File: src/rtl/btn_counter8_if.sv
// Button, load-data and display-value signals between btn_counter8 and its environment.
interface btn_counter8_if;
    logic       btn_up;
    logic       btn_dn;
    logic       btn_ld;
    logic [7:0] sw;
    logic [7:0] val;
    logic       evt;
    logic       wrap;

    modport master (output btn_up, btn_dn, btn_ld, sw, input val, evt, wrap);
    modport slave  (input btn_up, btn_dn, btn_ld, sw, output val, evt, wrap);
endinterface

File: src/rtl/btn_counter8.sv
// btn_counter8: debounced up/down/load push-buttons driving the 8-bit display value.
// Define BTN_BCD_EN for a decimal 00..99 BCD counter with per-nibble load clamping.
module btn_counter8 #(
    parameter int unsigned DB_CYCLES = 250000,
    parameter int unsigned DB_W      = 18
) (
    input logic           clk,
    input logic           clr,
    btn_counter8_if.slave bus
);
    localparam int unsigned     NB       = 3;
    localparam logic [DB_W-1:0] CNT_LAST = DB_W'(DB_CYCLES - 1);

    logic [NB-1:0]   raw, s1, s2, stable, stable_d, ev;
    logic [DB_W-1:0] cnt [NB];
    logic [7:0]      val_q, val_nxt;
    logic            evt_q, wrap_q, upd, wrap_nxt;

`ifdef BTN_BCD_EN
    function automatic logic [3:0] clamp9(input logic [3:0] n);
        return (n > 4'h9) ? 4'h9 : n;
    endfunction

    function automatic logic [7:0] load_val(input logic [7:0] v);
        return {clamp9(v[7:4]), clamp9(v[3:0])};
    endfunction

    // Returns {wrap, next value}
    function automatic logic [8:0] step_up(input logic [7:0] v);
        if (v == 8'h99)       return {1'b1, 8'h00};
        if (v[3:0] == 4'h9)   return {1'b0, v[7:4] + 4'h1, 4'h0};
        return {1'b0, v + 8'h01};
    endfunction

    function automatic logic [8:0] step_dn(input logic [7:0] v);
        if (v == 8'h00)       return {1'b1, 8'h99};
        if (v[3:0] == 4'h0)   return {1'b0, v[7:4] - 4'h1, 4'h9};
        return {1'b0, v - 8'h01};
    endfunction
`else
    function automatic logic [7:0] load_val(input logic [7:0] v);
        return v;
    endfunction

    function automatic logic [8:0] step_up(input logic [7:0] v);
        return {v == 8'hFF, v + 8'h01};
    endfunction

    function automatic logic [8:0] step_dn(input logic [7:0] v);
        return {v == 8'h00, v - 8'h01};
    endfunction
`endif

    // bit 0 = up, bit 1 = down, bit 2 = load
    assign raw = {bus.btn_ld, bus.btn_dn, bus.btn_up};

    always_ff @(posedge clk) begin
        if (clr) begin
            s1       <= '0;
            s2       <= '0;
            stable   <= '0;
            stable_d <= '0;
            ev       <= '0;
            for (int unsigned i = 0; i < NB; i++) cnt[i] <= '0;
        end else begin
            s1       <= raw;
            s2       <= s1;
            stable_d <= stable;
            ev       <= stable & ~stable_d;
            for (int unsigned i = 0; i < NB; i++) begin
                if (s2[i] == stable[i]) begin
                    cnt[i] <= '0;
                end else if (cnt[i] == CNT_LAST) begin
                    stable[i] <= s2[i];
                    cnt[i]    <= '0;
                end else begin
                    cnt[i] <= cnt[i] + DB_W'(1);
                end
            end
        end
    end

    // Load wins; up and down arriving together cancel out.
    always_comb begin
        val_nxt  = val_q;
        upd      = 1'b0;
        wrap_nxt = 1'b0;
        if (ev[2]) begin
            upd     = 1'b1;
            val_nxt = load_val(bus.sw);
        end else if (ev[0] ^ ev[1]) begin
            upd = 1'b1;
            if (ev[0]) {wrap_nxt, val_nxt} = step_up(val_q);
            else       {wrap_nxt, val_nxt} = step_dn(val_q);
        end
    end

    always_ff @(posedge clk) begin
        if (clr) begin
            val_q  <= '0;
            evt_q  <= 1'b0;
            wrap_q <= 1'b0;
        end else begin
            if (upd) val_q <= val_nxt;
            evt_q  <= upd;
            wrap_q <= wrap_nxt;
        end
    end

    assign bus.val  = val_q;
    assign bus.evt  = evt_q;
    assign bus.wrap = wrap_q;
endmodule

File: src/flat_wrapper.sv
// flat-port wrapper written by rule: the top's interface ports become plain ports
module btn_counter8_flat 
#(
    parameter int unsigned DB_CYCLES = 250000,
    parameter int unsigned DB_W      = 18
)
  (clk, clr, bus_btn_up, bus_btn_dn, bus_btn_ld, bus_sw, bus_val, bus_evt, bus_wrap);
  btn_counter8_if bus_i ();
  input logic clk;
  input logic clr;
  input wire logic [$bits(bus_i.btn_up)-1:0] bus_btn_up;
  input wire logic [$bits(bus_i.btn_dn)-1:0] bus_btn_dn;
  input wire logic [$bits(bus_i.btn_ld)-1:0] bus_btn_ld;
  input wire logic [$bits(bus_i.sw)-1:0] bus_sw;
  output wire logic [$bits(bus_i.val)-1:0] bus_val;
  output wire logic [$bits(bus_i.evt)-1:0] bus_evt;
  output wire logic [$bits(bus_i.wrap)-1:0] bus_wrap;
  assign bus_i.btn_up = bus_btn_up;
  assign bus_i.btn_dn = bus_btn_dn;
  assign bus_i.btn_ld = bus_btn_ld;
  assign bus_i.sw = bus_sw;
  assign bus_val = bus_i.val;
  assign bus_evt = bus_i.evt;
  assign bus_wrap = bus_i.wrap;
  btn_counter8 #(.DB_CYCLES(DB_CYCLES), .DB_W(DB_W)) u_core (.clk(clk), .clr(clr), .bus(bus_i));
endmodule
File: config.mk
export PLATFORM = sky130hd
export DESIGN_NAME = btn_counter8_flat
export DESIGN_NICKNAME = d
export VERILOG_FILES = /design/src/rtl/btn_counter8_if.sv /design/src/rtl/btn_counter8.sv /design/src/flat_wrapper.sv
export SDC_FILE = /design/constraint.sdc
export NUM_CORES = 1
export LEC_CHECK = 0
export ABC_AREA = 1
export CORE_ASPECT_RATIO = 0.6
export CORE_MARGIN = 2
export CORE_UTILIZATION = 64
export DETAILED_ROUTE_END_ITERATION = 10
export DONT_BUFFER_PORTS = 1
export PLACE_DENSITY = 0.81
export REMOVE_ABC_BUFFERS = 1
export SYNTH_ARGS = -nofsm -noshare
export SYNTH_HDL_FRONTEND = slang
export SYNTH_SLANG_ARGS = --single-unit
File: constraint.sdc
create_clock -name clk -period 2.1 [get_ports clk]
set_input_delay 0.42 -clock clk [delete_from_list [all_inputs] [get_ports clk]]
set_output_delay 0.42 -clock clk [all_outputs]
set_load 0.03 [all_outputs]
* Word level (Yosys, flattened, before mapping)
Memories as Yosys holds them, arrays and structs flattened.
Cells that the tools add are included.
W data, S select, Z words.
** Cells by class
- Shifts and indexed selects :: 0
- Magnitude comparators :: 0
- Div/mod/pow operators :: 0
- Add/subtract/negate cells :: 5
- Reduce and logical (&&, ||, !) cells :: 7
- Eq/ne operators :: 7
- Multipliers :: 0
- Muxes and demuxes :: 50
- Bitwise gates (word level) :: 16
** Operator list (count)
- $mux W18 :: 9
- $add A18 B1 Y18 const B :: 3
- $eq A18 B18 Y1 const B :: 3
- $mux W1 :: 38
- $mux W8 :: 3
- $or A1 B1 Y1 :: 9
- $add A8 B1 Y8 const B :: 1
- $eq A8 B8 Y1 const B :: 1
- $logic_not A8 Y1 :: 1
- $reduce_and A2 Y1 :: 4
- $sub A8 B1 Y8 const B :: 1
- $not A1 Y1 :: 4
- $and A3 B3 Y3 :: 1
- $eq A1 B1 Y1 :: 3
- $not A3 Y3 :: 1
- $reduce_or A3 Y1 :: 1
- $reduce_bool A2 Y1 :: 1
- $xor A1 B1 Y1 :: 1
** Storage, ports and cells
- Word-level logic and storage cells :: 96
- Memory bits (read-only) :: 0
- Latch bits :: 0
- Output and inout bits :: 10
- Memories kept :: 1
- Bits of input ports :: 13
- Register bits :: 25
- Memory bits (writable) :: 54
** Memories
- u_core.cnt :: depth 3, width 18, read ports 3, clocked after memory_dff 0, write ports 3, RTL line btn_counter8.sv:15 : logic [DB_W-1:0] cnt [NB];

* Longest topological paths before layout
Gate-level depths: netlist (run 1).
- Word-level depth :: 7
- Gate-level depth with buffers :: 11
- Gate-level depth less buffers :: 11

* Worst setup path before layout (run 1)
No wires, ideal clock.
- Kind :: reg-to-reg
- Start :: memory u_core.cnt[2][0]
- End :: memory u_core.cnt[2][0], data pin
- Library setup time :: 261 ps
- Buffers on the path :: 1
- Cell stages (with the launch flop) :: 10
- Required time :: 1839 ps
- Data arrival time :: 1372 ps
- Slack :: 467 ps
- Period minus slack after synthesis :: 1633 ps
- Cell sequence :: edfxtp_1 > ha_1 > nand2_2 > nor2_4 > nand2_2 > nor2_2 > nand2_1 > nand2_4 > buf_6 > nor2_1
** RTL lines (RTL line)
- start: declaration :: btn_counter8.sv:15

==> results of run 1 <==
-- cell families (layout without fill, tap and decap cells) --
| group | Yosys count | count (layout) | synth area share (%) |
|---|---|---|---|
| xor+xnor | 15 | 15 | 2.92 |
| compound gates | 54 | 54 | 6.31 |
| simple gates | 346 | 346 | 33.2 |
| buf+inv | 84 | 98 | 7.47 |
| fa+ha+maj | 10 | 10 | 2.94 |
| other cells | 1 | 54 | 0.0833 |
| flops | 79 | 79 | 47.1 |
-- state kept, by name (all words and copies together), names as in the netlist --
signal           cells
u_core.bus.evt       1
u_core.bus.val       8
u_core.bus.wrap      1
u_core.cnt          54
u_core.ev            3
u_core.s1            3
u_core.s2            3
u_core.stable        3
u_core.stable_d      3
-- where the power goes --
group          total, uW  switching [uW]  internal [uW]
sequential          1760            51.6           1710
clock               1570             598            974
combinational        123            86.2           37.2
total               3460             735           2720
-- metal layers --
metal | vias to the layer above | global-route usage, % | wire length [microns]
li1 | 1989 | - | -
met1 | 1786 | 35.8 | 4630
met2 | 154 | 44.1 | 4230
met3 | 21 | 8.30 | 663
met4 | 0 | 9.30 | 147
met5 | - | 0 | 0
-- worst max-delay path, stage by stage, from the launching register on --
cell and delay, ns:
edfxtp_1 0.43, ha_1 0.21, nand3_1 0.14, nor2_1 0.19
nand4_1 0.19, nand2_2 0.30, inv_1 0.10, nand2_1 0.07
inv_1 0.03
-- path summary, 6_finish.rpt --
| kind | start | to | slack [ns] | depth (start not counted) |
|---|---|---|---|---|
| max | u_core.cnt[0][0]$_SDFFCE_PN0P_ | u_core.cnt[0][16]$_SDFFCE_PN0P_ | 0.20 | 8 |
| min | clr | u_core.bus.val[6]$_SDFFE_PP0P_ | 0.14 | 1 |
| max reg2reg | u_core.cnt[0][0]$_SDFFCE_PN0P_ | u_core.cnt[0][16]$_SDFFCE_PN0P_ | 0.20 | 8 |
| min reg2reg | u_core.stable_d[0]$_SDFF_PP0_ | u_core.ev[0]$_SDFF_PP0_ | 0.40 | 1 |
-- layout make-up --
type                       count  area, sq um
timing repair buffer           4         30.0
tap                           87          109
sequential                    79         2120
clock inverter                 2         10.0
clock buffer                  14          297
multi-input combinational    479         2240
fill                         513         1630
inverter                      78          293
-- through the flow --
| stage | setup WS [ns] | hold slack, ns |
|---|---|---|
| floorplan | 0.455 | 0.373 |
| global placement | 0.330 | 0.378 |
| detailed placement | 0.241 | 0.396 |
| CTS | 0.231 | 0.134 |
| global route | 0.00294 | 0.134 |
| finish | 0.200 | 0.143 |
-- layout by cell type (no fill, tap or decap), types with 9 or more instances in the layout --
master / count
conb_1: 54
o21ai_0: 10
clkbuf_16: 11
nand3_1: 34
nor2_1: 99
dfxtp_1: 25
nand2_1: 156
nand4_1: 17
nor3_1: 12
xor2_1: 11
a21oi_1: 37
edfxtp_1: 54
inv_1: 75
ha_1: 9
-- cells in the mapped netlist --
| master | instances | area [sq um] |
|---|---|---|
| clkbuf_1 | 1 | 3.75 |
| nand2_1 | 156 | 586 |
| xnor2_1 | 4 | 35.0 |
| fa_1 | 1 | 20.0 |
| a31oi_1 | 3 | 18.8 |
| nand2_4 | 1 | 11.3 |
| o21bai_1 | 1 | 7.51 |
| or2_2 | 7 | 43.8 |
| xor2_1 | 11 | 96.3 |
| buf_4 | 1 | 7.51 |
| a211oi_1 | 1 | 7.51 |
| nor3_1 | 12 | 60.1 |
| a21oi_1 | 37 | 185 |
| or2_0 | 2 | 12.5 |
| nor2_4 | 1 | 11.3 |
| nand2_2 | 4 | 25.0 |
| nor2_1 | 99 | 372 |
| o21a_1 | 1 | 7.51 |
| inv_1 | 75 | 282 |
| o21ai_0 | 10 | 50.1 |
| inv_2 | 3 | 11.3 |
| nor2_2 | 4 | 25.0 |
| nor3_2 | 1 | 10.0 |
| nand3_2 | 1 | 10.0 |
| dfxtp_1 | 25 | 500 |
| nand3_1 | 34 | 170 |
| a21o_1 | 1 | 7.51 |
| nand4_1 | 17 | 106 |
| nand3b_1 | 6 | 45.0 |
| nor4_1 | 1 | 6.26 |
| edfxtp_1 | 54 | 1620 |
| conb_1 | 1 | 3.75 |
| buf_2 | 2 | 10.0 |
| ha_1 | 9 | 113 |
| buf_6 | 2 | 22.5 |
==> run summary, run 1 <==
pwr dens: 677 nW/um^2
endpoints failing setup: 0
area of all placed cells without fillers: 5100 sq um
area enclosed by the die boundary: 7750 sq um
total routed wirelength: 9.68 mm
Setup Buffers After CTS: 0
fraction of layout cells with a size suffix above 1: 6.10%
highest achievable clock rate: 526 MHz
type of element launching the critical path: register
cells resized by post-CTS repair: 0
port bufs: 0
part of the cycle the worst path needs: 90.5%
fin. max-slew vios: 0
clock root buffer: clkbuf_16
number of library cell types mapped by synthesis: 35
Worst IR Drop VDD: 0.578 mV
Total Nets Final: 674
GR Util All Layers: 27.3%
setup skew after layout: 0.00441 ns
growth of design area from synthesis to finish: 13.3%
clock tree sinks: 79
pin count of the biggest net entering global routing: 18
classification of the worst-slack hold path: in2reg
result of the run: completed
total inserted antenna cells: 0
maximum level of the CTS H-tree: 3
wire length of the first global-routing pass: 16.4 mm
standard cell core area: 6730 sq um
first drt pass iteration count: 5
routed length per instance: 13.0 microns
clock transition at the registers of the reported paths: 0.06 ns
Synth Instances: 589
time the worst path needs with I/O delays and setup: 1.90 ns
CP endpoint kind: register
remaining number of nets flagged by the antenna check after routing: 0
worst-case headroom to the max-slew limit: 62.7%
Yosys reg bits: 79
die boundary width: 112 microns
dpl cell area: 4800 sq um
clock latency reported for the late side of the worst-skew pair: 0.34 ns
remaining design rule violation count: 0
Die Span Y: 69.0 microns
gr ovfl total: 0
Bufs on Longest Clock Path: 2
arrival time at the worst endpoint: 2.00 ns
Iter 0 DRT Violations: 341
Worst Path Max Fanout: 17
sequential cell area fraction in the yosys report: 47.1%
setup repair after global routing missed its margin: false
endpoint required time on the critical path: 2.20 ns
CTS tree: done
via count of the first global-routing pass: 3650
total standard cell area after synthesis: 4500 sq um
number of buffers added to fix hold violations after cts: 0
Mapped Avg Cell Area: 7.65 sq um
fin util: 75.8%
worst-margin pin slew: 0.559 ns
total negative slack for setup checks: 0 ns
Row Count: 23
number of buffers created by CTS: 9
number of antenna violations at the first check in global routing: 0
HPWL after detailed placement: 7.05 mm
average via count per standard cell: 5.32
leak pwr: 0.00221 uW
final hold violation count: 0
initial cell density of the core: 66.9%
number of cells after detailed placement: 727
Cell Count, Final, Fillers Out: 743
total design power: 3460 uW
routability congestion estimate from global placement: 0.951
kind of critical path: reg2reg
via total after detailed routing: 3950
Top Ports: 23
count of max-cap constraint violations: 0
number of synthesis warnings: 0
No activity file was read; power rests on OpenSTA's default activity.
==> inputs of run 2 (changes only) <==
Settings changed: CORE_UTILIZATION 64 to 55, PLACE_DENSITY 0.81 to 0.71.
==> run 2 against run 1 <==
  * Power increased by 0.70%
  * Via count decreased by 2.5%
  * Cell area increased by 0.59%
  * Combinational power about the same
  * Fmax increased by 2.3%
  * Hold slack about the same
  * Non-clock buffer count decreased by 1
  * Sequential share of layout area decreased by 0.24 points
  * Worst setup slack improved by 0.044 ns
  * Clock power about the same
  * Global-route usage decreased by 5.1 points
  * Critical path depth unchanged
  * Largest cell class unchanged
==> run summary, run 2 (synthesized netlist as in run 1, its figures left out) <==
result of the run: completed (unchanged)
pwr dens: 678 nW/um^2 (was 677 nW/um^2)
Total Nets Final: 673 (was 674)
Iter 0 DRT Violations: 253 (was 341)
total inserted antenna cells: 0 (unchanged)
type of element launching the critical path: register (unchanged)
area enclosed by the die boundary: 8950 sq um (was 7750 sq um)
Worst Path Max Fanout: 17 (unchanged)
remaining number of nets flagged by the antenna check after routing: 0 (unchanged)
growth of design area from synthesis to finish: 14.0% (was 13.3%)
Die Span Y: 74.1 microns (was 69.0 microns)
classification of the worst-slack hold path: in2reg (unchanged)
max reg flops: 54 (unchanged)
Switch Pwr: 754 uW (was 735 uW)
final hold violation count: 0 (unchanged)
clock root buffer: clkbuf_16 (unchanged)
Top Ports: 23 (unchanged)
standard cell core area: 7910 sq um (was 6730 sq um)
met1 demand-to-capacity share in global routing: 30.1% (was 35.8%)
time the worst path needs with I/O delays and setup: 1.86 ns (was 1.90 ns)
leading cell type in the layout, fill and taps excluded: nand2_1 (unchanged)
Reg with most FFs: u_core.cnt (unchanged)
fin. max-slew vios: 0 (unchanged)
number of buffers added to fix hold violations after cts: 0 (unchanged)
initial cell density of the core: 56.9% (was 66.9%)
clock latency reported for the late side of the worst-skew pair: 0.34 ns (about the same)
count of filler cells inserted in the layout: 714 (was 513)
share of total power in the clock network: 45.8% (was 45.4%)
clock tree sinks: 79 (unchanged)
HPWL after detailed placement: 6.92 mm (was 7.05 mm)
setup skew after layout: 0.00807 ns (was 0.00441 ns)
total negative slack for setup checks: 0 ns (unchanged)
clock transition at the registers of the reported paths: 0.06 ns (about the same)
endpoint required time on the critical path: 2.21 ns (was 2.20 ns)
met3 track utilization from global routing: 6.21% (was 8.30%)
proportion of power drawn by flip-flops and latches: 50.6% (was 51.0%)
count of max-cap constraint violations: 0 (unchanged)
arrival time at the worst endpoint: 1.96 ns (was 2.00 ns)
CP endpoint kind: register (unchanged)
grt peak-use layer: met2 (unchanged)
total internal power: 2730 uW (was 2720 uW)
GR Util All Layers: 22.2% (was 27.3%)
number of buffers created by CTS: 9 (unchanged)
port bufs: 0 (unchanged)
Worst IR Drop VDD: 0.535 mV (was 0.578 mV)
average via count per standard cell: 5.05 (was 5.32)
Placement Setup Slack: 0.175 ns (was 0.241 ns)
fraction of layout cells with a size suffix above 1: 6.11% (was 6.10%)
Bufs on Longest Clock Path: 2 (unchanged)
via count of the first global-routing pass: 3466 (was 3650)
routability congestion estimate from global placement: 0.879 (was 0.951)
routed length per instance: 12.2 microns (was 13.0 microns)
highest achievable clock rate: 539 MHz (was 526 MHz)
leak pwr: 0.00220 uW (was 0.00221 uW)
switching part of the total: 21.6% (was 21.3%)
Worst Setup Slack, final: 0.244 ns (was 0.200 ns)
pin count of the biggest net entering global routing: 18 (unchanged)
wire length of the first global-routing pass: 15.5 mm (was 16.4 mm)
most used cells in the layout excluding fill and tap cells: nand2_1, nor2_1, inv_1, edfxtp_1, conb_1 (unchanged)
endpoints failing setup: 0 (unchanged)
total design power: 3480 uW (was 3460 uW)
part of the cycle the worst path needs: 88.4% (was 90.5%)
CTS tree: done (unchanged)
setup repair after global routing missed its margin: false (unchanged)
total routed wirelength: 9.27 mm (was 9.68 mm)
number of antenna violations at the first check in global routing: 0 (unchanged)
worst-case headroom to the max-slew limit: 63.7% (was 62.7%)
met2 demand-to-capacity share in global routing: 35.0% (was 44.1%)
first drt pass iteration count: 6 (was 5)
worst-margin pin slew: 0.544 ns (was 0.559 ns)
Row Count: 25 (was 23)
kind of critical path: reg2reg (unchanged)
via total after detailed routing: 3850 (was 3950)
gr ovfl total: 0 (unchanged)
remaining design rule violation count: 0 (unchanged)
maximum level of the CTS H-tree: 3 (unchanged)
die boundary width: 121 microns (was 112 microns)
combinational share of power: 3.5% (was 3.6%)
[run 2: final timing paths]
check                                                    start                              end  slack, ns  depth (start not counted)
worst max-delay path            u_core.cnt[0][0]$_SDFFCE_PN0P_  u_core.cnt[0][16]$_SDFFCE_PN0P_       0.24                          8
worst min-delay path                                       clr          u_core.s2[1]$_SDFF_PP0_       0.14                          1
worst max register to register  u_core.cnt[0][0]$_SDFFCE_PN0P_  u_core.cnt[0][16]$_SDFFCE_PN0P_       0.24                          8
worst min register to register   u_core.stable_d[2]$_SDFF_PP0_          u_core.ev[2]$_SDFF_PP0_       0.39                          1
[run 2: metal layers]
metal,vias up,wire [microns]
li1,1981,-
met1,1747,4540
met2,110,3990
met3,12,615
met4,0,133
met5,-,0
[run 2: layout make-up]
class                           instances  area (sq um)  share of cell area (%)
Clock inverter                          3          20.0                   0.390
Multi-Input combinational cell        479          2250                    43.8
Sequential cell                        79          2120                    41.3
Inverter                               78           293                    5.70
Clock buffer                           13           293                    5.70
Tap cell                              108           135                    2.63
Timing Repair Buffer                    3          22.5                   0.439
[run 2: power by group through the flow]
stage	Combinational (uW)	Clock, uW	Sequential, uW
floorplan	96.8	0	1780
global placement	117	0	1790
detailed placement	118	0	1790
CTS	120	1630	1760
global route	144	1680	1770
finish	123	1600	1760
[run 2: stage by stage]
stage	hold slack, ns	instance area, sq um	cells	utilization [%]
floorplan	0.373	4660	636	-
global placement	0.379	4820	747	60.9
detailed placement	0.385	4820	747	60.9
CTS	0.135	5130	763	64.8
global route	0.135	5130	763	64.9
finish	0.143	5130	763	64.9
[run 2: worst max-delay path, stage by stage (launching register included)]
cell      delay [ns]
edfxtp_1        0.44
ha_1            0.22
nand3_1         0.15
nor2_1          0.16
nand4_1         0.22
nand2_4         0.25
inv_1           0.09
nand2_1         0.07
inv_1           0.04
[run 2: what timing repair did]
| action | CTS | global route |
|---|---|---|
| resized for setup | 0 | 1 |
| setup buffers | 0 | 0 |
| setup endpoints to repair | 0 | 1 |
==> inputs of run 3 (changes only) <==
Settings changed: CTS_CLUSTER_SIZE set to 20.
==> results of run 3 <==
Final layout, timing and power as in run 2 (identical DEF).
